## src/rtl/cmp_hit_accumulator_pkg.sv

```systemverilog
// Shared types, default parameters and helper function for cmp_hit_accumulator.
// Optional feature macro: CMP_HIT_CONTINUOUS_EN (back-to-back windows).
package cmp_hit_pkg;

  localparam int DEF_N_CH        = 3;
  localparam int DEF_CNT_W       = 16;
  localparam int DEF_WIN_W       = 16;
  localparam int DEF_SYNC_STAGES = 2;

  typedef enum logic [1:0] {
    IDLE  = 2'd0,
    ARM   = 2'd1,
    ACCUM = 2'd2,
    HOLD  = 2'd3
  } state_t;

  // Increment that sticks at max_val instead of wrapping. Counters up to
  // 32 bits wide are passed zero-extended; the caller truncates the result.
  function automatic logic [31:0] sat_inc(input logic [31:0] val,
                                          input logic [31:0] max_val);
    return (val >= max_val) ? max_val : val + 32'd1;
  endfunction

endpackage

```

## src/rtl/cmp_hit_accumulator_if.sv

```systemverilog
// Result bus of cmp_hit_accumulator: packed counts and saturation flags
// delivered with a valid/ready handshake.
interface cmp_hit_accumulator_if
  import cmp_hit_pkg::*;
#(
  parameter int N_CH  = DEF_N_CH,
  parameter int CNT_W = DEF_CNT_W
);
  logic                    res_valid;
  logic                    res_ready;
  logic [N_CH*CNT_W-1:0]   res_data;
  logic [N_CH-1:0]         res_sat;

  modport master (output res_valid, output res_data, output res_sat, input res_ready);
  modport slave  (input res_valid, input res_data, input res_sat, output res_ready);
endinterface

```

## src/rtl/cmp_hit_accumulator_sync.sv

```systemverilog
// Single-bit flop chain bringing one comparator output into free_run_clk.
module cmp_hit_sync
  import cmp_hit_pkg::*;
#(
  parameter int SYNC_STAGES = DEF_SYNC_STAGES
) (
  input  logic free_run_clk,
  input  logic free_run_rst_n,
  input  logic d,
  output logic q
);

  logic [SYNC_STAGES-1:0] chain;

  // Shift the raw bit through the chain; the last stage is the usable sample.
  always_ff @(posedge free_run_clk) begin
    if (!free_run_rst_n) chain <= '0;
    else                 chain <= {chain[SYNC_STAGES-2:0], d};
  end

  assign q = chain[SYNC_STAGES-1];

endmodule

```

## src/rtl/cmp_hit_accumulator.sv

```systemverilog
// N-channel comparator hit accumulator: counts '1' samples per channel over a
// programmable window and hands the packed counts over a valid/ready bus.
// Optional feature macro: CMP_HIT_CONTINUOUS_EN -- when defined, a completed
// handshake immediately re-arms a new window with the same length.
//
// state | meaning
// IDLE  | waiting for start
// ARM   | one alignment cycle, counters already cleared
// ACCUM | counting synchronised hits, len_r cycles
// HOLD  | result presented until res_ready
module cmp_hit_accumulator
  import cmp_hit_pkg::*;
#(
  parameter int N_CH        = DEF_N_CH,
  parameter int CNT_W       = DEF_CNT_W,
  parameter int WIN_W       = DEF_WIN_W,
  parameter int SYNC_STAGES = DEF_SYNC_STAGES
) (
  input  logic              free_run_clk,
  input  logic              free_run_rst_n,
  input  logic [N_CH-1:0]   cmp_in,
  input  logic [WIN_W-1:0]  window_len,
  input  logic              start,
  output logic              busy,
  output logic              triger,
  cmp_hit_accumulator_if.master res_if
);

  localparam logic [CNT_W-1:0] CNT_ALL1 = '1;

  state_t                       state_q, state_d;
  logic [N_CH-1:0]              cmp_s;
  logic [WIN_W-1:0]             len_r;
  logic [WIN_W-1:0]             sample_cnt;
  logic [N_CH-1:0][CNT_W-1:0]   cnt_q;
  logic [N_CH-1:0]              sat_q;
  logic                         last_sample;
  logic                         handshake;
  logic                         start_win;
  logic                         rearm;
  logic                         res_valid_int;

  for (genvar k = 0; k < N_CH; k++) begin : g_sync
    cmp_hit_sync #(.SYNC_STAGES(SYNC_STAGES)) u_sync (
      .free_run_clk   (free_run_clk),
      .free_run_rst_n (free_run_rst_n),
      .d              (cmp_in[k]),
      .q              (cmp_s[k])
    );
  end

  assign last_sample = (sample_cnt == (len_r - WIN_W'(1)));
  assign handshake   = (state_q == HOLD) && res_if.res_ready;
  assign start_win   = (state_q == IDLE) && start;
`ifdef CMP_HIT_CONTINUOUS_EN
  assign rearm       = handshake;
`else
  assign rearm       = 1'b0;
`endif

  // State register.
  always_ff @(posedge free_run_clk) begin
    if (!free_run_rst_n) state_q <= IDLE;
    else                 state_q <= state_d;
  end

  // Next-state logic; start is only looked at in IDLE, so it is never queued.
  always_comb begin
    state_d = state_q;
    case (state_q)
      IDLE:    if (start) state_d = ARM;
      ARM:     state_d = ACCUM;
      ACCUM:   if (last_sample) state_d = HOLD;
      HOLD: begin
        if (res_if.res_ready) begin
`ifdef CMP_HIT_CONTINUOUS_EN
          state_d = ARM;
`else
          state_d = IDLE;
`endif
        end
      end
      default: state_d = IDLE;
    endcase
  end

  // Outputs decoded from the current state.
  always_comb begin
    busy          = (state_q != IDLE);
    triger        = (state_q == ACCUM) && (sample_cnt == '0);
    res_valid_int = (state_q == HOLD);
  end

  // Window length latch, sample counter and per-channel saturating counters.
  // Counters are cleared when a window is armed so HOLD keeps them stable.
  always_ff @(posedge free_run_clk) begin
    if (!free_run_rst_n) begin
      len_r      <= '0;
      sample_cnt <= '0;
      cnt_q      <= '0;
      sat_q      <= '0;
    end else begin
      if (start_win)
        len_r <= (window_len == '0) ? WIN_W'(1) : window_len;
      if (start_win || rearm) begin
        sample_cnt <= '0;
        cnt_q      <= '0;
        sat_q      <= '0;
      end else if (state_q == ACCUM) begin
        sample_cnt <= sample_cnt + WIN_W'(1);
        for (int k = 0; k < N_CH; k++) begin
          if (cmp_s[k]) begin
            cnt_q[k] <= CNT_W'(sat_inc(32'(cnt_q[k]), 32'(CNT_ALL1)));
            if (cnt_q[k] == CNT_ALL1) sat_q[k] <= 1'b1;
          end
        end
      end
    end
  end

  assign res_if.res_valid = res_valid_int;
  assign res_if.res_data  = cnt_q;
  assign res_if.res_sat   = sat_q;

endmodule

```

## src/flat_wrapper.sv

```systemverilog
// flat-port wrapper written by rule: the top's interface ports become plain ports
module cmp_hit_accumulator_flat import cmp_hit_pkg::*;
#(
  parameter int N_CH        = DEF_N_CH,
  parameter int CNT_W       = DEF_CNT_W,
  parameter int WIN_W       = DEF_WIN_W,
  parameter int SYNC_STAGES = DEF_SYNC_STAGES
)
  (free_run_clk, free_run_rst_n, cmp_in, window_len, start, busy, triger, res_if_res_valid, res_if_res_data, res_if_res_sat, res_if_res_ready);
  cmp_hit_accumulator_if #(.N_CH(N_CH), .CNT_W(CNT_W)) res_if_i ();
  input  logic free_run_clk;
  input  logic free_run_rst_n;
  input  logic [N_CH-1:0] cmp_in;
  input  logic [WIN_W-1:0] window_len;
  input  logic start;
  output logic busy;
  output logic triger;
  output wire logic [$bits(res_if_i.res_valid)-1:0] res_if_res_valid;
  output wire logic [$bits(res_if_i.res_data)-1:0] res_if_res_data;
  output wire logic [$bits(res_if_i.res_sat)-1:0] res_if_res_sat;
  input wire logic [$bits(res_if_i.res_ready)-1:0] res_if_res_ready;
  assign res_if_res_valid = res_if_i.res_valid;
  assign res_if_res_data = res_if_i.res_data;
  assign res_if_res_sat = res_if_i.res_sat;
  assign res_if_i.res_ready = res_if_res_ready;
  cmp_hit_accumulator #(.N_CH(N_CH), .CNT_W(CNT_W), .WIN_W(WIN_W), .SYNC_STAGES(SYNC_STAGES)) u_core (.free_run_clk(free_run_clk), .free_run_rst_n(free_run_rst_n), .cmp_in(cmp_in), .window_len(window_len), .start(start), .busy(busy), .triger(triger), .res_if(res_if_i));
endmodule
```

## config.mk

```make
export PLATFORM = sky130hd
export DESIGN_NAME = cmp_hit_accumulator_flat
export DESIGN_NICKNAME = d
export VERILOG_FILES = /design/src/rtl/cmp_hit_accumulator_pkg.sv /design/src/rtl/cmp_hit_accumulator_if.sv /design/src/rtl/cmp_hit_accumulator_sync.sv /design/src/rtl/cmp_hit_accumulator.sv /design/src/flat_wrapper.sv
export SDC_FILE = /design/constraint.sdc
export NUM_CORES = 1
export LEC_CHECK = 0
export CAP_MARGIN = 40
export CORE_MARGIN = 2
export CORE_UTILIZATION = 41
export DETAILED_ROUTE_END_ITERATION = 10
export DONT_BUFFER_PORTS = 1
export GPL_TIMING_DRIVEN = 0
export SYNTH_ARGS = -nofsm -noshare
export SYNTH_HDL_FRONTEND = slang
export SYNTH_HIERARCHICAL = 1
export SYNTH_SLANG_ARGS = --single-unit
export TNS_END_PERCENT = 5
```

## constraint.sdc

```tcl
create_clock -name free_run_clk -period 2.55 [get_ports free_run_clk]
set_input_delay 0.51 -clock free_run_clk [delete_from_list [all_inputs] [get_ports free_run_clk]]
set_output_delay 0.51 -clock free_run_clk [all_outputs]
set_load 0.02 [all_outputs]
```

# After elaboration in Yosys (flattened, before gate mapping)
# Cells that the tools add are included.
dict set report classes {
  magnitude_cmp 3
  eq_ne 10
  n_mux 8
  bitwise 1
  reduce_logical 14
  n_addsub 5
}
# cell n
set op_table {}
lappend op_table {{adder 16 x 1 -> 16 bit, second input constant} 4}
lappend op_table {{two-way mux 16 bit} 4}
lappend op_table {{== test 16 bit, second input constant} 3}
lappend op_table {{>= comparator 16 bit, second input constant} 3}
lappend op_table {{logical NOT 16 bit} 2}
lappend op_table {{== test 16 bit} 1}
lappend op_table {{subtractor 16 x 1 -> 16 bit, second input constant} 1}
lappend op_table {{AND reduction 3 bit} 4}
lappend op_table {{case mux 2 bit (4 select lines)} 1}
lappend op_table {{two-way mux 2 bit} 3}
lappend op_table {{AND reduction 2 bit} 3}
lappend op_table {{== test 2 bit, second input constant} 2}
lappend op_table {{inequality test 2 x 1 -> 1 bit, second input constant} 2}
lappend op_table {{== test 2 x 1 -> 1 bit, second input constant} 1}
lappend op_table {{logical AND 1 bit} 2}
lappend op_table {{logical NOT 2 bit} 1}
lappend op_table {{inequality test 2 bit, second input constant} 1}
lappend op_table {{nonzero test 2 bit} 1}
lappend op_table {{OR reduction 2 bit} 1}
lappend op_table {{NOT 1 bit} 1}
dict set report word_totals {
  regBits 91
  in_bits 23
  out_inout_bits 54
  wordCells 53
}

# Logic depth before layout (Yosys ltp)
dict set report logic_depth {
  ltp_word 4
  mapped_depth 10
  depth_no_buf 8
}

# Cells and area by module
# The synthesis kept the hierarchy.
# mod area_per_inst_um2 seq_area_each_um2 n_inst cells_per_inst
set modules_own_cells {}
lappend modules_own_cells {cmp_hit_accumulator 4244.1 1701.6 1 501}
lappend modules_own_cells {cmp_hit_sync 52.6 40.0 3 4}

# Worst setup path before layout
# Ideal clock, no wire load.
dict set report synth_path {
  path_type {register -> register}
  start {reg u_core.len_r[0]}
  end {reg u_core.state_q[1]}
  stages_incl_launch_ff 10
  synth_period_minus_slack_ns 2.113
  setup_ns 0.134
  required_time_ns 2.416
  setup_slack_ns 0.437
  t_arrival_ns 1.979
  path_cell_list {dfxtp_1 clkbuf_1 inv_1 ha_1 clkbuf_1 nand4_1 or3_1 a221oi_2 a31o_1 o221ai_1}
}
dict set report synth_via {
  elab_chain_len 4
}
# item line_no
set synth_lines {}
lappend synth_lines {{start: declaration} cmp_hit_accumulator.sv:33} ;# logic [WIN_W-1:0] len_r;
lappend synth_lines {{start signal: assignment} cmp_hit_accumulator.sv:104} ;# len_r <= (window_len == '0) ? WIN_W'(1) : window_len;
lappend synth_lines {{subtractor 16 x 1 -> 16 bit} cmp_hit_accumulator.sv:52} ;# assign last_sample = (sample_cnt == (len_r - WIN_W'(1)));
lappend synth_lines {{== test 16 bit} cmp_hit_accumulator.sv:52}
lappend synth_lines {{inequality test 2 x 1 -> 1 bit (no line)} --}
lappend synth_lines {{AND reduction 3 bit (no line)} --}
lappend synth_lines {{end signal: assignment} cmp_hit_accumulator.sv:64} ;# else state_q <= state_d;
lappend synth_lines {{end: declaration} cmp_hit_accumulator.sv:31} ;# state_t state_q, state_d;
# No other way between the ends.
# A chain may end at the register's enable or synchronous reset.

# Worst setup path in the final report
dict set report layout_path {
  start {reg u_core.state_q[0]}
  end {out triger}
}
dict set report layout_via {
  elab_chain_len 2
}
# item line_no
set layout_lines {}
lappend layout_lines {{== test 2 bit} cmp_hit_accumulator.sv:90} ;# triger = (state_q == ACCUM) && (sample_cnt == '0);
lappend layout_lines {{logical AND 1 bit} cmp_hit_accumulator.sv:90}
lappend layout_lines {{end: declaration} flat_wrapper.sv:17} ;# output logic triger;
# No other way between the ends.

==> qor.txt <==
=========================================================================================
Routed via count divided by cell count                                               5.42
Hold Path Class                                                              primary input to flop
Synth Net Count                                                                       546
Final cycle utilization of the critical path                                        95.5%
Number of buffers added by the clock tree synthesis step                                9
Req. time, crit path                                                              2.04 ns
Worst setup path startpoint                                                  u_core/state_q[0]
Post-DR wirelength/cell                                                      15.1 microns
Setup TNS                                                                            0 ns
RSZ-0062 raised after global routing                                                false
Synth cell types                                                                       51
Switching Share                                                                     32.9%
Post-DP HPWL                                                                 7500 microns
Switch Pwr                                                                        1.16 mW
Power density over the cells                                                  737 nW/um^2
Initial detailed-routing violation count                                              255
DRT antenna net count                                                                   0
Final setup violation count                                                             0
Final Wtd Congestion                                                                0.762
Worst setup path endpoint                                                          triger
Worst hold slack after final layout                                              0.270 ns
Area share of the leading cell type in the synthesized netlist                      41.4%
Clk root buf                                                                 sky130_fd_sc_hd__clkbuf_8
Max VDD drop                                                                   0.000337 V
MaxCap Viol Count                                                                       0
Internal Pwr Total                                                                2.38 mW
CTS tree                                                                              yes
Number of global-route vias before repair                                           3,439
Setup slack, reg-to-reg                                                           0.18 ns
CTS clock-pin slew for the worst setup and hold paths                             0.09 ns
Proportion of register bits with asynchronous set or reset after synthesis             0%
Antenna diode count                                                                     0
Instance count of the mapped netlist                                                  513
Post-place setup slack                                                        -0.00396 ns
Top cell type by total area after synthesis                                  sky130_fd_sc_hd__dfxtp_1
Initial standard-cell utilization of the core                                       42.4%
Syn Std Cell Area                                                              4400 sq um
Cell-by-cell listing of the critical path                                    inv_1, ha_1, clkbuf_4, nor4b_1, and4_4
Combinational power share                                                           26.3%
Clock period minus worst slack                                                    2.44 ns
Critical register-to-register path startpoint                                u_core/len_r[2]
Actual transition at the worst max-transition pin                                0.599 ns
Type of element launching the critical path                                          flop
Cell row count                                                                         37
Worst-skew pair later-pin latency                                                 0.36 ns
Mean instance size in the synthesized netlist                                  8.58 sq um
Max H-tree Level                                                                        3
Max Fanout on Critical Path                                                            10
Kind of end point of the critical path                                       primary output
Count of state elements after synthesis                                                91
DIE AREA                                                                     11,600 sq um
Cell leakage power                                                                1.68 nW
Filler cells                                                                        1,048
Fmax                                                                              411 MHz
Delay of the slowest cell on the worst path                                       0.33 ns
Die Span Y                                                                    108 microns
Post-layout worst setup margin                                                   0.114 ns
Total core area                                                              10,400 sq um
Clk network pwr share                                                               28.9%
Hold wc startpoint                                                           free_run_rst_n
Main area contributors after synthesis                                       sky130_fd_sc_hd__dfxtp_1 41%, sky130_fd_sc_hd__xor2_1 7.4%, sky130_fd_sc_hd__xnor2_1 5.8%
Tot GR Track Use                                                                    17.9%
Total via count after detailed routing                                              3,592
Final routed DRC violation total                                                        0
Sequential area share after synthesis                                               41.4%
Largest net degree at the start of global routing                                      16
R2R depth                                                                               7
Critical path class                                                          flop to primary output
Number of antenna violations at the first check in global routing                       0
Worst path arrival time                                                           1.93 ns
Final #Nets                                                                           555
Post-cts hold buffer count                                                              0
Postcts setup bufs                                                                      0
I/O Buffers                                                                             0
Worst-path cell with the longest stage delay                                 sky130_fd_sc_hd__and4_4
Synth-to-Final Area Change                                                          9.15%
Layout cells sized above 1                                                          6.64%
Buffer depth of the longest clock path                                                  2
Remaining global-route overflow                                                         0
Die X                                                                         108 microns
RR Endpoint                                                                  u_core/state_q[1]
Final Hold Violating Endpoints                                                          0
Power share of the sequential group                                                 44.7%
Pins Over Slew Limit                                                                    0
Global-route wire length before repair                                       16,700 microns
Clock Sinks                                                                            91
I/O pin cnt                                                                            77
Relative max-transition margin                                                      60.1%
Layout Skew                                                                    0.00766 ns
Ys Warns                                                                                6
Number of optimization iterations in the first detailed-route pass                      5
Number of flops mapped to enable cells by yosys                                         0
Prevailing post-synth register cell                                          sky130_fd_sc_hd__dfxtp_1
Status                                                                       finished clean
Total length of routed wires                                                 10,000 microns
=========================================================================================
==> synth_stat cells (10+ instances only) <==
| master | instances |
|---|---|
| sky130_fd_sc_hd__ha_1 | 10 |
| sky130_fd_sc_hd__a22o_1 | 10 |
| sky130_fd_sc_hd__dfxtp_1 | 91 |
| sky130_fd_sc_hd__nor2_1 | 39 |
| sky130_fd_sc_hd__clkbuf_1 | 17 |
| sky130_fd_sc_hd__nand3_1 | 23 |
| sky130_fd_sc_hd__a21oi_1 | 48 |
| sky130_fd_sc_hd__xor2_1 | 37 |
| sky130_fd_sc_hd__a31oi_1 | 12 |
| sky130_fd_sc_hd__nand2_1 | 53 |
| sky130_fd_sc_hd__inv_1 | 21 |
| sky130_fd_sc_hd__xnor2_1 | 29 |
| sky130_fd_sc_hd__and3_1 | 13 |
| sky130_fd_sc_hd__nand4_1 | 13 |
| sky130_fd_sc_hd__o21ai_0 | 12 |
| sky130_fd_sc_hd__nor3_1 | 17 |
==> flip-flops by register name, summed over array words and instances, names as in the netlist <==
signal,cells
u_core/sample_cnt,16
u_core/state_q,2
u_core/len_r,16
u_core/res_if.res_data,48
u_core/g_sync.u_sync/chain,6
u_core/res_if.res_sat,3
==> cell families (layout without fill, tap and decap cells) <==
logic type                 count (synthesis)  count (layout)  share of synthesized area (%)
AOI/OAI and AO/OA                        100             100                           14.3
adders and majority gates                 10              10                           2.84
xor gates and xnor gates                  67              67                           13.7
buffers and inverters                     40              54                           3.58
and+or+nand+nor                          202             202                           23.5
muxes                                      3               3                          0.682
DFF                                       91              91                           41.4
==> metal layers <==
layer	routed length (microns)	global-route usage, %	vias up	share of wire [%]
met2	4490	27.7	88	45
met1	4820	24.3	1675	48
met3	608	5.51	9	6.1
met4	110	4.49	0	1.1
met5	0	0	-	0
li1	-	-	1820	-
==> cell type report <==
class                           count  area, sq um  share of cell area, %
Buffer                             16         73.8                   1.54
Clock buffer                       11          151                   3.15
Clock inverter                      5         58.8                   1.22
Inverter                           22         82.6                   1.72
Multi-Input combinational cell    382         2450                   50.9
Sequential cell                    91         1820                   37.9
Tap cell                          136          170                   3.54
==> worst min path at each step <==
stage	depth (start not counted)	slack [ns]	to
floorplan	1	0.41	u_core/g_sync[0].u_sync/chain[1]
global placement	1	0.41	u_core/g_sync[1].u_sync/chain[1]
detailed placement	1	0.42	u_core/g_sync[2].u_sync/chain[1]
CTS	1	0.25	u_core/g_sync[2].u_sync/chain[1]
global route	1	0.25	u_core/len_r[13]
finish	1	0.27	u_core/g_sync[2].u_sync/chain[1]
==> worst max-delay path: cells and delay by family (launching register included) <==
| family | cells | cell delay [ns] |
|---|---|---|
| adders and majority gates | 1 | 0.25 |
| buffers and inverters | 2 | 0.36 |
| DFF | 1 | 0.32 |
| and+or+nand+nor | 2 | 0.65 |
==> power groups by stage <==
stage	registers (mW)	clock network [mW]	logic (mW)
after floorplan	1.59	0	0.723
after global placement	1.61	0	0.885
after detailed placement	1.62	0	0.917
after CTS	1.58	1.06	0.924
after global routing	1.60	1.13	1.04
final	1.58	1.02	0.932
==> cell usage in the layout (no fill, tap or decap), types with 2 or more instances in the layout <==
cell                         instances
sky130_fd_sc_hd__and3_1             13
sky130_fd_sc_hd__a22o_1             10
sky130_fd_sc_hd__nor4_1              9
sky130_fd_sc_hd__a31oi_1            12
sky130_fd_sc_hd__or3_1               5
sky130_fd_sc_hd__nand3_1            23
sky130_fd_sc_hd__ha_1                9
sky130_fd_sc_hd__o21ai_0            12
sky130_fd_sc_hd__inv_1              21
sky130_fd_sc_hd__clkbuf_2            2
sky130_fd_sc_hd__and4b_1             2
sky130_fd_sc_hd__a311oi_1            2
sky130_fd_sc_hd__and4_1              2
sky130_fd_sc_hd__mux2i_1             3
sky130_fd_sc_hd__clkbuf_1           12
sky130_fd_sc_hd__nor4b_1             2
sky130_fd_sc_hd__clkbuf_8           11
sky130_fd_sc_hd__clkinvlp_4          2
sky130_fd_sc_hd__nand2_1            53
sky130_fd_sc_hd__nand4_1            13
sky130_fd_sc_hd__nor2_1             38
sky130_fd_sc_hd__a211oi_1            2
sky130_fd_sc_hd__or2_2               2
sky130_fd_sc_hd__a2bb2oi_1           4
sky130_fd_sc_hd__dfxtp_1            91
sky130_fd_sc_hd__and2_1              7
sky130_fd_sc_hd__xnor2_1            29
sky130_fd_sc_hd__nor3_1             15
sky130_fd_sc_hd__a21oi_1            48
sky130_fd_sc_hd__nand2b_1            2
sky130_fd_sc_hd__xor2_1             37
sky130_fd_sc_hd__nor2b_1             2
sky130_fd_sc_hd__nor3_2              2
==> what timing repair did <==
action	in CTS	in global routing
gates resized for setup	3	12
setup endpoints to repair	11	37
gates cloned	0	0
==> per-stage QoR <==
step	total power [mW]	cell area, sq um	utilization (%)	cells
after floorplan	2.31	4400	-	513
after global placement	2.50	4570	44.1	649
after detailed placement	2.53	4570	44.1	649
after CTS	3.57	4790	46.2	665
after global routing	3.77	4800	46.3	663
final	3.54	4800	46.3	663
Note: power is estimated with default switching activity, not from simulation.
